<file path="config.mk">
export PLATFORM = sky130hd
export DESIGN_NAME = cfeb_lockout_sched
export DESIGN_NICKNAME = d
export VERILOG_FILES = /design/src/rtl/cfeb_lockout_sched_pkg.sv /design/src/rtl/cfeb_lockout_sched_lockout_ctr.sv /design/src/rtl/cfeb_lockout_sched.sv
export SDC_FILE = /design/constraint.sdc
export NUM_CORES = 1
export LEC_CHECK = 0
export CAP_MARGIN = 20
export CORE_MARGIN = 2
export CORE_UTILIZATION = 35
export DETAILED_ROUTE_END_ITERATION = 7
export SETUP_SLACK_MARGIN = 0.05
export SYNTH_ARGS = -nofsm -noshare
export SYNTH_HDL_FRONTEND = slang
export SYNTH_SLANG_ARGS = --single-unit
</file>
<file path="constraint.sdc">
create_clock -name clock -period 5.5 [get_ports clock]
set_input_delay 0.55 -clock clock [delete_from_list [all_inputs] [get_ports clock]]
set_output_delay 0.55 -clock clock [all_outputs]
set_load 0.01 [all_outputs]
</file>
<file path="src/rtl/cfeb_lockout_sched_pkg.sv">
`default_nettype none
// +----------------------------------------------------------------------------+
// | cfeb_lockout_sched_pkg : shared widths, field slices and FSM encoding      |
// | Rev 1.0                                                                    |
// +----------------------------------------------------------------------------+
package cfeb_lockout_sched_pkg;

    localparam int MXCFEB  = 7;
    localparam int MXPATB  = 7;
    localparam int MXKEYB  = 5;
    localparam int MXKEYBX = 8;
    localparam int MXDLYB  = 4;
    localparam int EDGE    = 2;

    // Hit count lives in the top three pattern-id bits
    localparam int HIT_MSB  = MXPATB - 1;
    localparam int HIT_LSB  = MXPATB - 3;
    localparam int CFEB_MSB = MXKEYBX - 1;
    localparam int CFEB_LSB = MXKEYB;

    typedef enum logic [0:0] {
        ST_IDLE = 1'b0,
        ST_HOLD = 1'b1
    } state_t;

endpackage
`default_nettype wire

</file>
<file path="src/rtl/cfeb_lockout_sched_lockout_ctr.sv">
`default_nettype none
// +----------------------------------------------------------------------------+
// | cfeb_lockout_sched_lockout_ctr : per-CFEB drift lockout load/down counter  |
// | Rev 1.0                                                                    |
// +----------------------------------------------------------------------------+
module cfeb_lockout_sched_lockout_ctr
    import cfeb_lockout_sched_pkg::*;
(
    input  logic              clock,
    input  logic              global_reset_n,
    input  logic              flush,
    input  logic              load,
    input  logic [MXDLYB-1:0] delay,
    output logic              busy
);

    logic [MXDLYB-1:0] r_cnt;

    // Load wins over decrement so a fresh winner restarts the window
    always_ff @(posedge clock or negedge global_reset_n) begin
        if (!global_reset_n) begin
            r_cnt <= '0;
        end else if (flush) begin
            r_cnt <= '0;
        end else if (load) begin
            r_cnt <= delay;
        end else if (r_cnt != '0) begin
            r_cnt <= r_cnt - MXDLYB'(1);
        end
    end

    assign busy = (r_cnt != '0);

endmodule
`default_nettype wire

</file>
<file path="src/rtl/cfeb_lockout_sched.sv">
`default_nettype none
// +----------------------------------------------------------------------------+
// | cfeb_lockout_sched : CLCT capture/handshake and CFEB drift lockout control |
// | Rev 1.0                                                                    |
// +----------------------------------------------------------------------------+
module cfeb_lockout_sched
    import cfeb_lockout_sched_pkg::*;
(
    input  logic               clock,
    input  logic               global_reset_n,
    input  logic [MXPATB-1:0]  best_pat,
    input  logic [MXKEYBX-1:0] best_key,
    input  logic               best_bsy,
    input  logic [2:0]         nhit_thresh,
    input  logic [MXDLYB-1:0]  drift_delay,
    input  logic [MXCFEB-1:0]  cfeb_en,
    input  logic               flush,
    output logic [MXCFEB-1:0]  bsy,
    output logic               clct_vld,
    output logic [MXPATB-1:0]  clct_pat,
    output logic [MXKEYBX-1:0] clct_key,
    input  logic               clct_ack,
    output logic [7:0]         drop_cnt,
    output logic               key_err
);

    logic [2:0]         w_cfeb;
    logic [MXKEYB-1:0]  w_hs;
    logic [2:0]         w_hits;
    logic               w_qual;
    logic               w_cfeb_ok;
    logic               w_cand;
    logic               w_lo_edge;
    logic               w_hi_edge;
    logic [MXCFEB-1:0]  w_load;
    logic [MXCFEB-1:0]  w_busy;

    state_t             r_state;
    state_t             w_state_nxt;
    logic               w_capture;
    logic               w_drop;
    logic [MXPATB-1:0]  r_clct_pat;
    logic [MXKEYBX-1:0] r_clct_key;
    logic [7:0]         r_drop_cnt;
    logic               r_key_err;

    assign w_cfeb    = best_key[CFEB_MSB:CFEB_LSB];
    assign w_hs      = best_key[MXKEYB-1:0];
    assign w_hits    = best_pat[HIT_MSB:HIT_LSB];
    assign w_qual    = !best_bsy && (nhit_thresh != 3'd0) && (w_hits >= nhit_thresh);
    assign w_cfeb_ok = (w_cfeb < 3'(MXCFEB));
    assign w_cand    = w_qual && w_cfeb_ok && !flush;
    assign w_lo_edge = (w_hs < MXKEYB'(EDGE));
    assign w_hi_edge = (w_hs > MXKEYB'(31 - EDGE));

    // Winner's CFEB plus the neighbour on the side the key sits near
    generate
        for (genvar g = 0; g < MXCFEB; g++) begin : g_ctr
            assign w_load[g] = w_cand &&
                ((w_cfeb == 3'(g)) ||
                 (w_lo_edge && (w_cfeb == 3'(g + 1))) ||
                 (w_hi_edge && ((w_cfeb + 3'd1) == 3'(g))));

            cfeb_lockout_sched_lockout_ctr u_ctr (
                .clock          (clock),
                .global_reset_n (global_reset_n),
                .flush          (flush),
                .load           (w_load[g]),
                .delay          (drift_delay),
                .busy           (w_busy[g])
            );
        end
    endgenerate

    assign bsy = w_busy | ~cfeb_en;

    always_ff @(posedge clock or negedge global_reset_n) begin
        if (!global_reset_n) begin
            r_state <= ST_IDLE;
        end else begin
            r_state <= w_state_nxt;
        end
    end

    always_comb begin
        w_state_nxt = r_state;
        w_capture   = 1'b0;
        w_drop      = 1'b0;
        if (flush) begin
            w_state_nxt = ST_IDLE;
        end else begin
            case (r_state)
                ST_IDLE: begin
                    if (w_cand) begin
                        w_capture   = 1'b1;
                        w_state_nxt = ST_HOLD;
                    end
                end
                ST_HOLD: begin
                    if (w_cand && clct_ack) begin
                        w_capture = 1'b1;
                    end else if (w_cand) begin
                        w_drop = 1'b1;
                    end else if (clct_ack) begin
                        w_state_nxt = ST_IDLE;
                    end
                end
                default: w_state_nxt = ST_IDLE;
            endcase
        end
    end

    // drop_cnt deliberately survives flush; only reset clears it
    always_ff @(posedge clock or negedge global_reset_n) begin
        if (!global_reset_n) begin
            r_clct_pat <= '0;
            r_clct_key <= '0;
            r_drop_cnt <= '0;
            r_key_err  <= 1'b0;
        end else begin
            r_key_err <= w_qual && !w_cfeb_ok;
            if (w_capture) begin
                r_clct_pat <= best_pat;
                r_clct_key <= best_key;
            end
            if (w_drop && (r_drop_cnt != 8'hFF)) begin
                r_drop_cnt <= r_drop_cnt + 8'd1;
            end
        end
    end

    assign clct_vld = (r_state == ST_HOLD);
    assign clct_pat = r_clct_pat;
    assign clct_key = r_clct_key;
    assign drop_cnt = r_drop_cnt;
    assign key_err  = r_key_err;

endmodule
`default_nettype wire
</file>
---- After elaboration in Yosys (flattened, before gate mapping) ----
Index checks and enable logic that the tools add are counted.
operators by class
  reductions and logical operators ........ 62
  multipliers ............................. 0
  muxes and demuxes ....................... 33
  add/sub/neg operators ................... 9
  equal/unequal tests ..................... 14
  div/mod/pow operators ................... 0
  bitwise logic cells ..................... 3
  order comparisons ....................... 4
  shifts and indexed selects .............. 0
operators by type and width
  kind                                                  count
  two-way mux 4 bit                                     21
  logical AND 1 bit                                     28
  nonzero test 4 bit                                    7
  subtractor 4 x 1 -> 4 bit, second input constant      7
  nonzero test 3 bit                                    8
  == test 3 bit, second input constant                  7
  logical OR 1 bit                                      14
  == test 3 x 2 -> 1 bit, second input constant         4
  two-way mux 1 bit                                     10
  adder 8 x 1 -> 8 bit, second input constant           1
  != test 8 bit, second input constant                  1
  NOT 7 bit                                             1
  bitwise OR 7 bit                                      1
  == test 3 x 1 -> 1 bit, second input constant         2
  logical NOT 3 bit                                     2
  greater-than comparator 5 bit, second input constant  1
  < comparator 5 x 2 -> 1 bit, second input constant    1
  one-hot mux 1 bit (2 select lines)                    2
  adder 3 x 1 -> 3 bit, second input constant           1
  >= comparator 3 bit                                   1
  logical NOT 1 bit                                     3
  < comparator 3 bit, second input constant             1
  NOT 1 bit                                             1
storage, ports and cells
  bits in registers ....................... 53
  bits of input ports ..................... 34
  memory bits (writable) .................. 0
  memories ................................ 0
  bits in read-only memories .............. 0
  word-level logic and storage cells ...... 137
  bits in latches ......................... 0
  output and inout port bits .............. 32

---- Depth between registers and ports, before layout ----
Gate-level depths: netlist of the first run.
  depth after elaboration ................. 10
  gate-level depth with buffers ........... 9
  depth with buffers taken out ............ 7

---- By module ----
Synthesis of the first run repeated with hierarchy kept, for this count alone.
unflattened totals
  cell total of the unflattened synthesis .. 292
  area, all modules ....................... 3123.0 um2
by module, submodules not included
  module                          cells an instance  area an instance (um2)  instances
  cfeb_lockout_sched_lockout_ctr  24                 240.2                   7
  cfeb_lockout_sched              124                1441.4                  1

---- Worst setup path before layout of the first run ----
No wires, ideal clock.
  path type ............................... input port to flip-flop
  start ................................... input port best_key[7]
  end ..................................... register g_ctr[4].u_ctr.r_cnt[0]
  path buffers ............................ 2
  library setup time ...................... 132 ps
  slack ................................... 3348 ps
  cell stages on the path ................. 7
  arrival time ............................ 2020 ps
  path through ............................ buf_6 and3_4 or4_4 or3_1 buf_6 mux2i_1 nor2_1
on the way
  longest elaborated chain between the ends .. 7
  elaborated cells on any way between the ends .. 15
  classes of those cells .................. add/sub: 1; order compare: 1; eq/ne: 3; mux: 2; reduce/logical: 8
ends and longest elaborated chain
  what                                                          line                                                source
  start, declared                                               cfeb_lockout_sched.sv:12                            input logic [MXKEYBX-1:0] best_key,
  adder 3 x 1 -> 3 bit / == test 3 bit (equally long branches)  cfeb_lockout_sched.sv:62, cfeb_lockout_sched.sv:61
  == test 3 bit / logical AND 1 bit (equally long branches)     cfeb_lockout_sched.sv:62, cfeb_lockout_sched.sv:61
  logical AND 1 bit / logical OR 1 bit (equally long branches)  cfeb_lockout_sched.sv:62, cfeb_lockout_sched.sv:60
  logical OR 1 bit                                              cfeb_lockout_sched.sv:61                            (w_lo_edge && (w_cfeb == 3'(g + 1))) ||
  logical AND 1 bit (*)                                         cfeb_lockout_sched.sv:59                            assign w_load[g] = w_cand &&
  two-way mux 4 bit                                             cfeb_lockout_sched_lockout_ctr.sv:25                end else if (load) begin
  two-way mux 4 bit                                             cfeb_lockout_sched_lockout_ctr.sv:23                end else if (flush) begin
  end signal, assigned                                          cfeb_lockout_sched_lockout_ctr.sv:26                r_cnt <= delay;
  end signal, assigned                                          cfeb_lockout_sched_lockout_ctr.sv:28                r_cnt <= r_cnt - MXDLYB'(1);
  end, declared                                                 cfeb_lockout_sched_lockout_ctr.sv:17                logic [MXDLYB-1:0] r_cnt;
Mark *: on every way between the ends. The rest lies on a longest branch, timed or not.
A chain may end at the register's enable or synchronous reset.

---- Worst setup path after layout of the first run ----
  start ................................... input port best_key[5]
  end ..................................... register g_ctr[5].u_ctr.r_cnt[3]
on the way
  longest elaborated chain between the ends .. 7
  elaborated cells on any way between the ends .. 15
  classes of those cells .................. add/sub: 1; order compare: 1; eq/ne: 3; mux: 2; reduce/logical: 8
ends and longest elaborated chain
  what                                                          line
  adder 3 x 1 -> 3 bit / == test 3 bit (equally long branches)  cfeb_lockout_sched.sv:62, cfeb_lockout_sched.sv:61
  == test 3 bit / logical AND 1 bit (equally long branches)     cfeb_lockout_sched.sv:62, cfeb_lockout_sched.sv:61
  logical AND 1 bit / logical OR 1 bit (equally long branches)  cfeb_lockout_sched.sv:62, cfeb_lockout_sched.sv:60
  logical OR 1 bit                                              cfeb_lockout_sched.sv:61
  logical AND 1 bit (*)                                         cfeb_lockout_sched.sv:59
  two-way mux 4 bit                                             cfeb_lockout_sched_lockout_ctr.sv:25
  two-way mux 4 bit                                             cfeb_lockout_sched_lockout_ctr.sv:23
  end signal, assigned                                          cfeb_lockout_sched_lockout_ctr.sv:26
  end signal, assigned                                          cfeb_lockout_sched_lockout_ctr.sv:28
  end, declared                                                 cfeb_lockout_sched_lockout_ctr.sv:17
Marks and branches as above.

==> flow_summary.yaml, run 1 <==
run_status:
  outcome: "finished clean"
power:
  power_density_nw_per_um2: 392
  irDropWorstVdd_mv: 0.161
  p_leak_uw: 0.00169
global_route:
  grt_pass1_vias: 2382
  antenna_found_initial: 0
  grt-ovfl-total: 0
  grt_max_degree: 54
  track_usage_pct: 14.9
  grt_pass1_wl_um: 11600
floorplanning:
  start_util_pct: 35.5
  num_io_pins: 66
  die_area_um2: 9470
  row_count: 34
  die_h_um: 97.3
  die_x_um: 97.3
  core_um2: 8590
routing:
  route.vias.total: 2484
  wl_per_cell_um: 14.2
  drt_wl_total_um: 6810
  first_pass_iters: 4
  post_drt_via_cell_ratio: 5.16
  drtIter0Drc: 98
  remaining_drc_errors: 0
  antenna_left: 0
synth:
  ys.flop_type: "dfrtp_1"
  synthArstFlopShare_pct: 100
  synth_seq_area_share_pct: 43.5
  synth_cell_types: 45
  yosysWarningCount: 0
  synth_nets: 356
  ys_ff_latch: 53
  synth-edff-count: 0
  syn_inst: 309
  avgSynthCellArea_um2: 9.87
  synth_area_um2: 3050
clock_network:
  clockBufferDepth: 2
  cts-hold-fix-buffers: 0
  root_buffer: "clkbuf_8"
  cts_sinks: 53
  cts_setup_buffers: 0
  cts_resized: 0
  htree_levels: 2
  clkLatencyLatePin_ns: 0.31
  cts_made_buffers: 5
  cts_tree: "built"
  path_clk_slew_ns: 0.10
timing:
  period_share_pct: 49.1
  worstMarginPinSlew_ns: 0.832
  max-slew-margin-rel_pct: 44.0
  maxSlewViolCount: 0
  fin_worst_skew_ns: 0.00770
  hold_viol_final: 0
  rsz0062_at_grt: "false"
  max_freq_mhz: 371
  finalSetupTns_ns: 0
  setup_violations: 0
  period_minus_slack_ns: 2.70
worst_setup_path:
  setup.worst_path.start_class: "input pin"
  crit_type: "in2reg"
  r2r_slack_ns: 3.58
  end_kind: "flop"
  worstPathArrival_ns: 2.91
  path_cells: "clkdlybuf4s50_1 -> and2_1 -> ha_1 -> inv_1 -> and3_1 -> o211ai_1 -> nor2_1 -> a211oi_1"
  crit_fanout: 12
  critPathMaxStageDelay_ns: 0.59
  critPathRequiredTime_ns: 5.71
  cpMaxStageDelayCell: "clkdlybuf4s50_1"
layout:
  final-instance-count-excl-fill: 481
  nNetsFinal: 420
  mostFrequentLayoutCell: "clkdlybuf4s50_1"
  antenna_cells: 0
  layout_common_cells: "64 x clkdlybuf4s50_1, 53 x dfrtp_1, 26 x nand2_1"
  post-route-util_pct: 45.3
  nFillCells: 838
  area_growth_pct: 27.7
  drive_above_1_share_pct: 9.92
placement:
  placed_cells: 474
  place.gp.congestion: 0.888
  dpl.hpwl_um: 4840
  io_buffers: 65
worst_hold_path:
  hold_class: "in2async"
job:
  drv_cap: 0
-- power breakdown --
| group | switching (uW) | internal [uW] | leakage [uW] | total, uW |
|---|---|---|---|---|
| Combinational | 341 | 360 | 0.000948 | 701 |
| Sequential | 68.9 | 495 | 0.000691 | 564 |
| Clock | 128 | 133 | 0.0000540 | 260 |
-- per-layer routing --
metal / global-route usage, % / part of all wire (%)
met2: 24.5 / 46
met4: 3.42 / 1.2
met3: 3.38 / 4.1
met1: 20.2 / 48
met5: 0 / 0
-- synth_stat cells, drive strengths merged (2+ instances only) --
cell type	instances	area (um2)
nand2	26	97.6
mux2i	16	160
nor2	25	93.8
a32oi	2	17.5
clkbuf	7	26.3
or3	3	18.8
dfrtp	53	1330
and3	7	48.8
mux2	16	180
xnor2	12	105
nand3	14	75.1
a21oi	10	50.1
ha	13	163
nor3b	10	75.1
nor4	2	18.8
nor2b	3	18.8
a211oi	9	87.6
xor2	2	17.5
buf	3	27.5
nand4	3	18.8
o211ai	3	22.5
o31ai	6	45.0
o21ai	16	80.1
inv	24	90.1
nor3	9	56.3
and4	3	26.3
-- worst max-delay path, delay by kind of cell --
| kind | cells | cell delay [ns] |
|---|---|---|
| and+or+nand+nor | 3 | 0.53 |
| adders and majority gates | 1 | 0.39 |
| AOI/OAI and AO/OA | 2 | 0.78 |
| buffers and inverters | 2 | 0.66 |
-- final cells by class --
| type | count | area [um2] | share of cell area [%] |
|---|---|---|---|
| clock buffers | 5 | 68.8 | 1.77 |
| well taps | 108 | 135 | 3.47 |
| repair buffers | 67 | 661 | 17.0 |
| multi-input cells | 222 | 1580 | 40.5 |
| flip-flops and latches | 53 | 1330 | 34.1 |
| clock inverters | 2 | 35.0 | 0.899 |
| inverters | 24 | 90.1 | 2.31 |
-- per-stage QoR --
step	worst slack [ns]	total power (uW)	cell area (um2)	hold slack, ns
detailed placement	2.49	1280	3790	0.477
global placement	2.52	1260	3790	0.473
CTS	2.78	1550	3890	0.395
floorplan	3.35	1030	3050	0.254
global route	2.59	1670	3890	0.426
finish	2.80	1530	3890	0.359
-- cell families (layout without fill, tap and decap cells) --
logic type / count (synthesis) / after routing / share of synthesized area (%)
fa+ha+maj: 13 / 13 / 5.33
xor+xnor: 14 / 14 / 4.02
buf+inv: 34 / 98 / 4.72
simple gates: 112 / 112 / 19.9
flops: 53 / 53 / 43.5
mux: 32 / 32 / 11.2
compound gates: 51 / 51 / 11.4
-- final timing paths --
kind	startpoint	end	depth (start not counted)
max	best_key[5]	g_ctr[5].u_ctr.r_cnt[3]$_DFFE_PN0P_	8
min	global_reset_n	g_ctr[6].u_ctr.r_cnt[2]$_DFFE_PN0P_	2
max reg2reg	drop_cnt[0]$_DFFE_PN0P_	drop_cnt[1]$_DFFE_PN0P_	5
min reg2reg	clct_pat[4]$_DFFE_PN0P_	clct_pat[4]$_DFFE_PN0P_	2
max in group asynchronous	global_reset_n	drop_cnt[5]$_DFFE_PN0P_	2
min in group clock	clct_pat[4]$_DFFE_PN0P_	clct_pat[4]$_DFFE_PN0P_	2
-- flip-flops by register name, summed over array words and instances (netlist names) --
signal	flops
g_ctr.u_ctr.r_cnt	28
clct_key	8
drop_cnt	8
clct_pat	7
clct_vld	1
key_err	1
No activity file was read; power rests on OpenSTA's default activity.
==> run 2: changes to the inputs <==
==> constraint.sdc (replaced) <==
create_clock -name clock -period 2.45 [get_ports clock]
set_input_delay 0.245 -clock clock [delete_from_list [all_inputs] [get_ports clock]]
set_output_delay 0.245 -clock clock [all_outputs]
set_load 0.01 [all_outputs]
==> run 2 against run 1 <==
Global-route usage up 0.35 points. Register-to-register slack got worse by 3.0 ns. Combinational power increased by 140%. Sequential power grew 130%. Worst setup slack worse by 2.5 ns. Non-clock buffer count is 14 higher. Count of clock-buffer cells in the layout is 2 higher. Clock power increased by 110%. Clock skew down 0.0013 ns. Wire length increased by 1.2%. Largest power group unchanged. Highest routed layer unchanged.
==> flow_summary.yaml, run 2 (synthesis results as in run 1) <==
global_route:
  grt-ovfl-total: 0
  antenna_found_initial: 0
  grt_pass1_vias: 2461
  track_usage_pct: 15.3
  grt_pass1_wl_um: 12000
  grt_max_degree: 54
clock_network:
  cts_sinks: 53
  htree_levels: 2
  clockBufferDepth: 2
  path_clk_slew_ns: 0.09
  cts_resized: 0
  cts_made_buffers: 5
  cts_setup_buffers: 0
  clkLatencyLatePin_ns: 0.31
  cts_tree: "built"
  root_buffer: "clkbuf_8"
  cts-hold-fix-buffers: 0
worst_setup_path:
  r2r_slack_ns: 0.55
  r2r-start: "drop_cnt[0]$_DFFE_PN0P_"
  critPathMaxStageDelay_ns: 0.47
  setup.worst_path.start_class: "flop"
  worstPathArrival_ns: 1.91
  r2r-end: "drop_cnt[1]$_DFFE_PN0P_"
  critPathRequiredTime_ns: 2.20
  end_kind: "primary output"
  crit_type: "reg2out"
  r2r_cells: 5
  path_cells: "inv_1 -> ha_1 -> nor3b_1 -> buf_4 -> nand2_1 -> clkdlybuf4s50_1"
  cpMaxStageDelayCell: "clkdlybuf4s50_1"
  crit_fanout: 4
layout:
  largest_reg_flops: 28
  post-route-util_pct: 46.8
  final-instance-count-excl-fill: 496
  drive_above_1_share_pct: 14.2
  area_growth_pct: 32.0
  antenna_cells: 0
  layout_common_cells: "64 x clkdlybuf4s50_1, 53 x dfrtp_1, 26 x nand2_1"
  nNetsFinal: 434
  finalInstanceArea_um2: 4030
  mostFrequentLayoutCell: "clkdlybuf4s50_1"
  largest_register: "g_ctr.u_ctr.r_cnt"
power:
  p_clk_share_pct: 15.4
  p_seq_share_pct: 36.3
  power_density_nw_per_um2: 869
  irDropWorstVdd_mv: 0.320
  switching_share_pct: 35.3
  power_frac_comb_pct: 48.3
  switchingPower_uw: 1230
  intPower_uw: 2260
  p_leak_uw: 0.00178
  total_power_uw: 3500
routing:
  drt_wl_total_um: 6900
  antenna_left: 0
  remaining_drc_errors: 0
  drtIter0Drc: 106
  wl_per_cell_um: 13.9
  post_drt_via_cell_ratio: 5.03
  first_pass_iters: 4
  route.vias.total: 2496
timing:
  max-slew-margin-rel_pct: 54.6
  max_freq_mhz: 464
  period_share_pct: 87.9
  hold_viol_final: 0
  finalSetupTns_ns: 0
  setup_violations: 0
  maxSlewViolCount: 0
  rsz0062_at_grt: "false"
  period_minus_slack_ns: 2.15
  fin_worst_skew_ns: 0.00635
  worstMarginPinSlew_ns: 0.681
placement:
  io_buffers: 65
  placed_cells: 488
  dpl.hpwl_um: 5040
  placed_area_um2: 3910
  place.gp.congestion: 0.912
run_status:
  outcome: "finished clean"
floorplanning:
  num_io_pins: 66
  core_um2: 8590
  row_count: 34
  die_area_um2: 9470
  die_h_um: 97.3
  die_x_um: 97.3
  start_util_pct: 35.5
worst_hold_path:
  hold_class: "in2async"
job:
  drv_cap: 0
## run 2: changes by cell type in the layout (fill, tap and decap cells not counted)
cell / previous run / this run
buf_12: 0 / 1
buf_4: 2 / 15
clkbuf_8: 5 / 7
nor3b_2: 0 / 3
bufinv_16: 1 / 0
nor3b_1: 10 / 7
## run 2: metrics by stage
stage | hold WS, ns | worst slack, ns
global placement | 0.429 | 0.0687
detailed placement | 0.418 | 0.0203
floorplan | -0.0506 | 0.603
finish | 0.0361 | 0.297
CTS | 0.0813 | 0.135
global route | 0.121 | 0.0913
## run 2: worst max-delay path by stage
stage,cells after the start,end,start
floorplan,7,g_ctr[4].u_ctr.r_cnt[1]$_DFFE_PN0P_,best_key[7]
detailed placement,7,drop_cnt[1]$_DFFE_PN0P_,nhit_thresh[2]
CTS,5,bsy[6],g_ctr[6].u_ctr.r_cnt[0]$_DFFE_PN0P_
global route,6,bsy[1],g_ctr[1].u_ctr.r_cnt[1]$_DFFE_PN0P_
global placement,7,drop_cnt[1]$_DFFE_PN0P_,nhit_thresh[2]
finish,6,bsy[1],g_ctr[1].u_ctr.r_cnt[0]$_DFFE_PN0P_
## run 2: area by class of cell
| cell class | count | area [um2] |
|---|---|---|
| clock inverter | 1 | 5.00 |
| fill | 849 | 4570 |
| inverter | 24 | 90.1 |
| multi-input combinational | 222 | 1590 |
| sequential | 53 | 1330 |
| timing repair buffer | 81 | 778 |
| tap | 108 | 135 |
| clock buffer | 7 | 96.3 |
## run 2: routing by layer
metal	vias to the layer above	track usage [%]	routed length [um]
li1	1247	-	-
met1	1196	20.3	3160
met2	49	25.5	3350
met3	4	3.67	337
met4	0	3.21	47
met5	-	0	0
## run 2: worst max-delay path, delay by kind of cell (launching register included)
kind	cells	cell delay [ns]
adders and majority gates	1	0.23
buffers and inverters	3	0.75
DFF	1	0.37
and+or+nand+nor	2	0.27
## run 2: power groups by stage
stage,Sequential [uW],Combinational (uW),Clock [uW]
floorplan,1300,1020,0
global placement,1270,1640,0
detailed placement,1280,1690,0
CTS,1260,1700,561
global route,1310,1910,595
finish,1270,1690,538
==> run 3: changes to the inputs <==
--- a/config.mk
+++ b/config.mk
@@ -6,9 +6,12 @@
 export NUM_CORES = 1
 export LEC_CHECK = 0
 export CAP_MARGIN = 20
+export CELL_PAD_IN_SITES_DETAIL_PLACEMENT = 1
+export CELL_PAD_IN_SITES_GLOBAL_PLACEMENT = 1
 export CORE_MARGIN = 2
 export CORE_UTILIZATION = 35
 export DETAILED_ROUTE_END_ITERATION = 7
+export PLACE_DENSITY_LB_ADDON = 0.1
 export SETUP_SLACK_MARGIN = 0.05
 export SYNTH_ARGS = -nofsm -noshare
 export SYNTH_HDL_FRONTEND = slang
==> run 3 against run 2 <==
Global-route usage rose by 1.3 points. Sequential power barely moved. Combinational power rose by 3%. Register-to-register slack got worse by 0.02 ns. Flip-flop and latch count did not move. Sequential share of layout area fell by 0.061 points. Clock skew fell by 0.0018 ns. Worst setup slack got worse by 0.0077 ns. Maximum frequency fell by 0.36%. Cell count rose by 0.60%. Design area rose by 0.19%. Critical endpoint unchanged. Largest cell class unchanged. Largest power group unchanged. Highest routed layer unchanged.
==> flow_summary.yaml, run 3 (synthesis results as in run 1) <==
global_route:
  grt_pass1_vias: 2719
  top_usage_layer: "met2"
  track_usage_pct: 16.6
  met3_usage_pct: 3.38
  grt_pass1_wl_um: 12900
  grt_max_degree: 21
  grt-ovfl-total: 0
  grt_util_met2_pct: 30.3
  antenna_found_initial: 0
  grt_use_met1_pct: 20.0
worst_setup_path:
  crit_fanout: 4
  r2r_slack_ns: 0.53
  r2r_cells: 5
  r2r-start: "drop_cnt[0]$_DFFE_PN0P_"
  r2r-end: "drop_cnt[1]$_DFFE_PN0P_"
  end_kind: "primary output"
  crit_path_start: "g_ctr[1].u_ctr.r_cnt[0]$_DFFE_PN0P_"
  crit_type: "reg2out"
  worstPathArrival_ns: 1.92
  setup.worst_path.start_class: "flop"
  critPathRequiredTime_ns: 2.20
clock_network:
  clkLatencyLatePin_ns: 0.30
  clockBufferDepth: 2
  cts_tree: "built"
  root_buffer: "clkbuf_8"
  cts_setup_buffers: 0
  cts_made_buffers: 5
  htree_levels: 2
  cts_sinks: 53
  path_clk_slew_ns: 0.09
layout:
  antenna_cells: 0
  nFillCells: 987
  largest_reg_flops: 28
  drive_above_1_share_pct: 13.8
  mostFrequentLayoutCell: "clkdlybuf4s50_1"
  nNetsFinal: 438
  finalInstanceArea_um2: 4030
  area_growth_pct: 32.3
  layout_common_cells: "64 x clkdlybuf4s50_1, 53 x dfrtp_1, 26 x nand2_1"
  largest_register: "g_ctr.u_ctr.r_cnt"
timing:
  max_freq_mhz: 463
  rsz0062_at_grt: "false"
  worstMarginPinSlew_ns: 0.613
  setup_violations: 0
  max-slew-margin-rel_pct: 58.9
  period_minus_slack_ns: 2.16
  maxSlewViolCount: 0
  period_share_pct: 88.2
  finalSetupTns_ns: 0
  fin_worst_skew_ns: 0.00459
  hold_viol_final: 0
routing:
  remaining_drc_errors: 0
  first_pass_iters: 3
  drt_wl_total_um: 7480
  post_drt_via_cell_ratio: 5.09
  route.vias.total: 2541
  antenna_left: 0
  wl_per_cell_um: 15.0
  drtIter0Drc: 31
power:
  irDropWorstVdd_mv: 0.316
  power_density_nw_per_um2: 870
  total_power_uw: 3510
  p_leak_uw: 0.00178
floorplanning:
  core_um2: 8590
  die_x_um: 97.3
  row_count: 34
  die_h_um: 97.3
  start_util_pct: 35.5
  num_io_pins: 66
  die_area_um2: 9470
placement:
  io_buffers: 65
  place.gp.congestion: 0.789
  placed_area_um2: 3930
  dpl.hpwl_um: 5740
worst_hold_path:
  hold_class: "in2async"
job:
  drv_cap: 0
run_status:
  outcome: "finished clean"
-- run 3: changes by cell type in the layout (fill, tap and decap cells not counted), sizes merged --
cell,before,now
buf,17,20
clkinv,1,0
dlygate4sd3,0,1
-- run 3: power breakdown --
group          internal [uW]  switching [uW]  total, uW
sequential              1110             155       1270
clock                    225             281        506
combinational            923             814       1740
-- run 3: worst max-delay path, stage by stage, from the launching register on --
cell,delay [ns]
dfrtp_1,0.38
inv_1,0.12
ha_1,0.23
nor3b_2,0.32
nand2_1,0.09
clkdlybuf4s50_1,0.48
-- run 3: area by class of cell --
class                      count  area, um2  share of cell area, %
multi-input combinational    222       1580                   39.3
clock buffer                   7       86.3                   2.14
sequential                    53       1330                   32.9
timing repair buffer          85        811                   20.1
inverter                      24       90.1                   2.23
tap                          108        135                   3.35
-- run 3: worst max-delay path by stage --
stage	to	slack, ns	cells after the start
floorplan	g_ctr[4].u_ctr.r_cnt[1]$_DFFE_PN0P_	0.60	7
global placement	drop_cnt[1]$_DFFE_PN0P_	0.01	7
detailed placement	drop_cnt[1]$_DFFE_PN0P_	-0.02	7
CTS	bsy[1]	0.07	5
global route	g_ctr[6].u_ctr.r_cnt[1]$_DFFE_PN0P_	0.14	7
finish	bsy[1]	0.29	5
-- run 3: what timing repair did --
| item | CTS | global route |
|---|---|---|
| gates resized for setup | 0 | 1 |
| hold buffers | 1 | 0 |
| setup endpoints to repair | 0 | 1 |
| hold endpoints to repair | 18 | 0 |
-- run 3: stage by stage --
stage | setup slack (ns) | instances | utilization [%] | hold slack (ns)
after CTS | 0.0721 | 499 | 46.9 | 0.427
after global placement | 0.0104 | 491 | 45.7 | 0.222
after detailed placement | -0.0218 | 491 | 45.7 | 0.231
after floorplan | 0.603 | 309 | - | -0.0506
final | 0.289 | 499 | 46.9 | 0.431
after global routing | 0.141 | 499 | 46.9 | 0.450
-- run 3: metal layers --
metal  vias up  part of all wire (%)
li1       1252                     -
met1      1247                    45
met2        36                    50
met3         6                   3.4
met4         0                   1.1
met5         -                     0
